$ cat config.mk
export PLATFORM = sky130hd
export DESIGN_NAME = sram_ctrl
export DESIGN_NICKNAME = d
export VERILOG_FILES = /design/src/rtl/sram_pkg.sv /design/src/rtl/sram_phase_cnt.sv /design/src/rtl/sram_ctrl.sv
export SDC_FILE = /design/constraint.sdc
export NUM_CORES = 1
export LEC_CHECK = 0
export ABC_AREA = 1
export BUFFER_PORTS_ARGS = -buffer_cell sky130_fd_sc_hd__buf_2
export CORE_ASPECT_RATIO = 1.1
export CORE_UTILIZATION = 25
export CTS_CLUSTER_DIAMETER = 150
export DETAILED_ROUTE_END_ITERATION = 10
export GPL_TIMING_DRIVEN = 0
export PLACE_DENSITY_LB_ADDON = 0.12
export SYNTH_ARGS = -nofsm -noshare
export SYNTH_HDL_FRONTEND = slang
export SYNTH_HIERARCHICAL = 1
export SYNTH_SLANG_ARGS = --single-unit
$ cat constraint.sdc
create_clock -name clk -period 1.9 [get_ports clk]
set_clock_uncertainty 0.15 [all_clocks]
set_input_delay 0.19 -clock clk [delete_from_list [all_inputs] [get_ports clk]]
set_output_delay 0.19 -clock clk [all_outputs]
set_load 0.01 [all_outputs]
$ cat src/rtl/sram_pkg.sv
`default_nettype none
// ============================================================================
//  Module   : sram_pkg
//  Purpose  : Shared types and constants for the 32-bit to 16-bit SRAM
//             controller (state encoding, address map, bus widths).
//  Revision : 1.0 - initial release
// ============================================================================
package sram_pkg;

    // Access sequencer states: idle, low halfword, high halfword, completion
    typedef enum logic [1:0] {
        ST_IDLE = 2'd0,
        ST_LO   = 2'd1,
        ST_HI   = 2'd2,
        ST_DONE = 2'd3
    } state_t;

    localparam logic [31:0] ADDR_BASE = 32'd1024;
    localparam int          SRAM_AW   = 18;
    localparam int          SRAM_DW   = 16;

    // SRAM word index of a CPU byte address; wraps modulo the SRAM word count
    function automatic logic [SRAM_AW-2:0] word_index(input logic [31:0] addr,
                                                      input logic [31:0] base);
        return (SRAM_AW-1)'((addr - base) >> 2);
    endfunction

endpackage
`default_nettype wire

$ cat src/rtl/sram_phase_cnt.sv
`default_nettype none
// ============================================================================
//  Module   : sram_phase_cnt
//  Purpose  : Counts the cycles of one halfword bus phase and flags the last
//             one. Holds at the terminal value until cleared.
//  Revision : 1.0 - initial release
// ============================================================================
module sram_phase_cnt
    import sram_pkg::*;
#(
    parameter int WAIT_CYCLES = 2,
    parameter int CW          = $clog2(WAIT_CYCLES + 1)
) (
    input  logic          clk,
    input  logic          reset,
    input  logic          clear,
    output logic [CW-1:0] cnt,
    output logic          done
);

    assign done = (cnt == CW'(WAIT_CYCLES - 1));

    // Phase cycle counter: cleared between phases, saturates on the last cycle
    always_ff @(posedge clk or posedge reset) begin
        if (reset) begin
            cnt <= '0;
        end else if (clear) begin
            cnt <= '0;
        end else if (!done) begin
            cnt <= cnt + CW'(1);
        end
    end

endmodule
`default_nettype wire

$ cat src/rtl/sram_ctrl.sv
`default_nettype none
// ============================================================================
//  Module   : sram_ctrl
//  Purpose  : Splits 32-bit load/store requests into two 16-bit SRAM accesses
//             (low half then high half) and signals completion on ready.
//  Revision : 1.0 - initial release
// ============================================================================
module sram_ctrl
    import sram_pkg::*;
#(
    parameter int          WAIT_CYCLES = 2,
    parameter logic [31:0] ADDR_BASE   = sram_pkg::ADDR_BASE
) (
    input  logic               clk,
    input  logic               reset,
    input  logic               rd_en,
    input  logic               wr_en,
    input  logic [31:0]        address,
    input  logic [31:0]        write_data,
    output logic [31:0]        read_data,
    output logic               ready,
    output logic [SRAM_AW-1:0] sram_addr,
    input  logic [SRAM_DW-1:0] sram_dq_i,
    output logic [SRAM_DW-1:0] sram_dq_o,
    output logic               sram_dq_oe,
    output logic               sram_we_n,
    output logic               sram_ce_n,
    output logic               sram_oe_n,
    output logic               sram_ub_n,
    output logic               sram_lb_n
);

    localparam int CW = $clog2(WAIT_CYCLES + 1);

    state_t             r_state;
    logic               r_wr;
    logic [CW-1:0]      w_cnt;
    logic               w_done;
    logic               w_clear;
    logic               w_req;
    logic [SRAM_AW-2:0] w_widx;

    // Chip is permanently selected with both byte lanes enabled
    assign sram_ce_n = 1'b0;
    assign sram_oe_n = 1'b0;
    assign sram_ub_n = 1'b0;
    assign sram_lb_n = 1'b0;

    assign w_req  = rd_en | wr_en;
    // Address is not latched: the requester holds it for the whole access
    assign w_widx = word_index(address, ADDR_BASE);

    // Counter runs only inside a phase and restarts at each phase boundary
    assign w_clear = ((r_state != ST_LO) && (r_state != ST_HI)) || w_done;

    assign ready = ((r_state == ST_IDLE) && !w_req) || (r_state == ST_DONE);

    sram_phase_cnt #(
        .WAIT_CYCLES (WAIT_CYCLES),
        .CW          (CW)
    ) u_phase_cnt (
        .clk   (clk),
        .reset (reset),
        .clear (w_clear),
        .cnt   (w_cnt),
        .done  (w_done)
    );

    // Access sequencer; bus outputs are registered from the upcoming state
    always_ff @(posedge clk or posedge reset) begin
        if (reset) begin
            r_state    <= ST_IDLE;
            r_wr       <= 1'b0;
            read_data  <= '0;
            sram_addr  <= '0;
            sram_dq_o  <= '0;
            sram_we_n  <= 1'b1;
            sram_dq_oe <= 1'b0;
        end else begin
            case (r_state)
                ST_IDLE: begin
                    if (w_req) begin
                        r_state    <= ST_LO;
                        r_wr       <= wr_en;
                        sram_addr  <= {w_widx, 1'b0};
                        sram_dq_o  <= write_data[15:0];
                        sram_we_n  <= ~wr_en;
                        sram_dq_oe <= wr_en;
                    end
                end
                ST_LO: begin
                    if (w_done) begin
                        r_state   <= ST_HI;
                        sram_addr <= {w_widx, 1'b1};
                        sram_dq_o <= write_data[31:16];
                        if (!r_wr) begin
                            read_data[15:0] <= sram_dq_i;
                        end
                    end
                end
                ST_HI: begin
                    if (w_done) begin
                        r_state    <= ST_DONE;
                        sram_we_n  <= 1'b1;
                        sram_dq_oe <= 1'b0;
                        if (!r_wr) begin
                            read_data[31:16] <= sram_dq_i;
                        end
                    end
                end
                ST_DONE: begin
                    r_state <= ST_IDLE;
                end
                default: begin
                    r_state <= ST_IDLE;
                end
            endcase
        end
    end

endmodule
`default_nettype wire

==> run summary <==
Comb pwr share -> 45.6%
Worst setup path start -> r_state[1]$_DFFE_PP0P_
Sequential share of the synthesized area -> 55.3%
CTS tree -> done
Failing checks -> DRC
Worst path arrival time -> 1.49 ns
Area of the mapped netlist -> 3300 sq um
CTS HTree Levels -> 3
CP max FO -> 4
Fraction of layout cells with a size suffix above 1 -> 32.2%
Mean post-synth cell area -> 8.14 sq um
Via density -> 4.19
Routability cong. -> 0.737
Routed len/inst -> 12.3 um
Post-synth top cells -> 191 x nand2_1, 72 x dfrtp_1, 43 x o21ai_0
Post-route DRC -> 9
Synthesized flop and latch total -> 73
Worst setup endpoint -> ready
Hold WC Path Type -> in -> reg
Worst Path Required -> 1.56 ns
Core Rows -> 43
F_max -> 545 MHz
P_leak -> 2.75 nW
CTS clock-pin slew for the worst setup and hold paths -> 0.06 ns
Placeable core area -> 12800 sq um
Die width -> 112 um
Pwr Density -> 1640 nW/um^2
Tot GR Track Use -> 14.0%
Final setup viols -> 0
Worst setup EP type -> primary output
Final total power -> 7.97 mW
Placed cell count -> 704
Ys Warns -> 6
R2R Path End -> sram_addr[0]$_DFFE_PP0P_
Mux cell area share after synthesis -> 0%
Int Power -> 4.77 mW
Die Area -> 13700 sq um
First-pass GRT wire length -> 14800 um
Worst-margin pin slew -> 0.754 ns
Total wire length -> 9240 um
Max-slew violation count -> 0
R2r startpoint -> r_state[0]$_DFFE_PP0P_
Max clock buf depth -> 2
R2R cell count -> 8
Worst-Skew Late Latency -> 0.33 ns
Synth Instances -> 406
Startpoint types -> flip-flop
Largest family of logic cells by synthesized area -> simple AND/OR/NAND/NOR gates
Final hold slack -> 0.00492 ns
Final period util -> 96.5%
Switching share of power -> 40.1%
Fin crit period -> 1.83 ns
Largest net degree at the start of global routing -> 41
Starting Density -> 25.9%
Grt ovf -> 0
CTS buffer count -> 9
Final Hold Viols -> 0
Io pins -> 157
Status -> finished with violations
Synth unique cells -> 25
Post-synth top area share -> 54.5%
Peak supply drop -> 520 uV
Layout area overhead -> 47.4%
Max_cap viols -> 0
Sequential share of power -> 34.4%
Die H -> 123 um
NetSw -> 3.20 mW
Antenna violations before repair -> 0
Diodes inserted -> 0
R2R Setup Slk -> 0.12 ns
Post-route ant nets -> 0
Clock power share -> 20.0%
Most common cell in the netlist -> nand2_1
Fin cells -> 751
Synth Area in Simple Gates -> 25.4%
Post-DP HPWL -> 6680 um
Setup CP Type -> reg -> out
Synth area leaders -> dfrtp_1 55%, nand2_1 22%, o21ai_0 6.5%, inv_1 4.2%, ha_1 2.7%
Post-layout util -> 38.2%
Fin nets -> 681
Vias in the first global route -> 3024
Ys flop type -> dfrtp_1
XOR/XNOR Fraction of Synth Area -> 0.795%
Slew HR -> 49.6%
Synth Area in Adders -> 2.65%
Count of input and output buffers -> 137
Number of synthesized flops with an enable pin -> 0
Synth Area in Compound Gates -> 7.39%
Asr flop ratio synth -> 100%
Clock Tree Root -> clkbuf_16
First DRT Iteration DRCs -> 189
DR vias -> 3149
Synth area leader -> dfrtp_1
Pre-antenna DRT Iters -> 9
Clock sinks -> 73
[worst min path at each step]
stage,startpoint,to,slack [ns],cells past startpoint
after CTS,write_data[7],sram_dq_o[7]$_DFFE_PP0P_,0.0006,5
after detailed placement,reset,u_phase_cnt/cnt[1]$_DFFE_PP0P_,-0.07,2
after global placement,reset,u_phase_cnt/cnt[1]$_DFFE_PP0P_,-0.08,2
after floorplan,reset,u_phase_cnt/cnt[0]$_DFFE_PP0P_,-0.22,1
after global routing,address[17],sram_addr[16]$_DFFE_PP0P_,0.03,4
final,write_data[14],sram_dq_o[14]$_DFFE_PP0P_,0.005,5
[repair_timing]
item                       4_1_cts  5_1_grt
resized for setup                6       17
hold endpoints to repair        74        0
setup endpoints to repair       11       34
setup buffers                    2        5
pin swaps                        0        1
hold buffers                    28        0
[through the flow]
step           worst slack [ns]  setup TNS [ns]  instance area [sq um]
2_1_floorplan             0.253               0                   3320
3_3_place_gp            -0.0397          -0.286                   4200
3_5_place_dp            -0.0848          -0.613                   4220
4_1_cts                 -0.0361         -0.0361                   4810
5_1_grt                -0.00191        -0.00191                   4870
6_report                 0.0667               0                   4870
[power by group through the flow]
stage	registers (mW)	clock network, mW	logic (mW)
4_1_cts	2.75	1.66	3.64
6_report	2.74	1.59	3.63
2_1_floorplan	3.10	0	1.77
3_3_place_gp	2.76	0	3.46
3_5_place_dp	2.77	0	3.51
5_1_grt	2.83	1.72	4.16
[worst max-delay path: stages (launching register included)]
cell and delay, ns:
dfrtp_1 0.36, inv_2 0.07, ha_4 0.18, nand3_4 0.09, inv_2 0.05, or2_2 0.28, buf_6 0.13
[sequential cells by signal (all words and copies together) (netlist names)]
signal / flops
r_state: 2
r_wr: 1
read_data: 32
sram_addr: 18
sram_dq_o: 16
sram_dq_oe: 1
sram_we_n: 1
u_phase_cnt/cnt: 2
[layout make-up]
type	count	area, sq um
well taps	157	196
inverters	39	151
plain buffers	17	120
flip-flops and latches	73	1830
multi-input cells	277	1250
repair buffers	173	1040
fillers	1356	7880
clock inverters	5	38.8
clock buffers	10	239
[placed cells by master, fill, tap and decap left out, types with 2 or more instances in the layout]
| master | n |
|---|---|
| inv_2 | 4 |
| clkinvlp_4 | 2 |
| ha_1 | 5 |
| buf_2 | 140 |
| inv_6 | 2 |
| dfrtp_1 | 72 |
| clkbuf_2 | 5 |
| nor2_1 | 11 |
| buf_4 | 11 |
| inv_1 | 33 |
| dlygate4sd3_1 | 28 |
| clkinv_2 | 2 |
| nand2_1 | 190 |
| o21ai_0 | 43 |
| nand3_1 | 9 |
| conb_1 | 4 |
| xnor2_1 | 2 |
| buf_6 | 3 |
| clkbuf_16 | 9 |
[per-layer routing]
layer	track usage [%]	routed length, um
met1	16.9	4030
met2	23.8	4570
met3	3.80	526
met4	5.57	108
met5	0	0
[logic make-up after synthesis]
family / after synthesis
AOI/OAI and AO/OA: 47
other: 1
adders and majority gates: 7
buffers and inverters: 59
xor gates and xnor gates: 3
DFF: 73
and+or+nand+nor: 216
No activity file was read; power rests on OpenSTA's default activity.
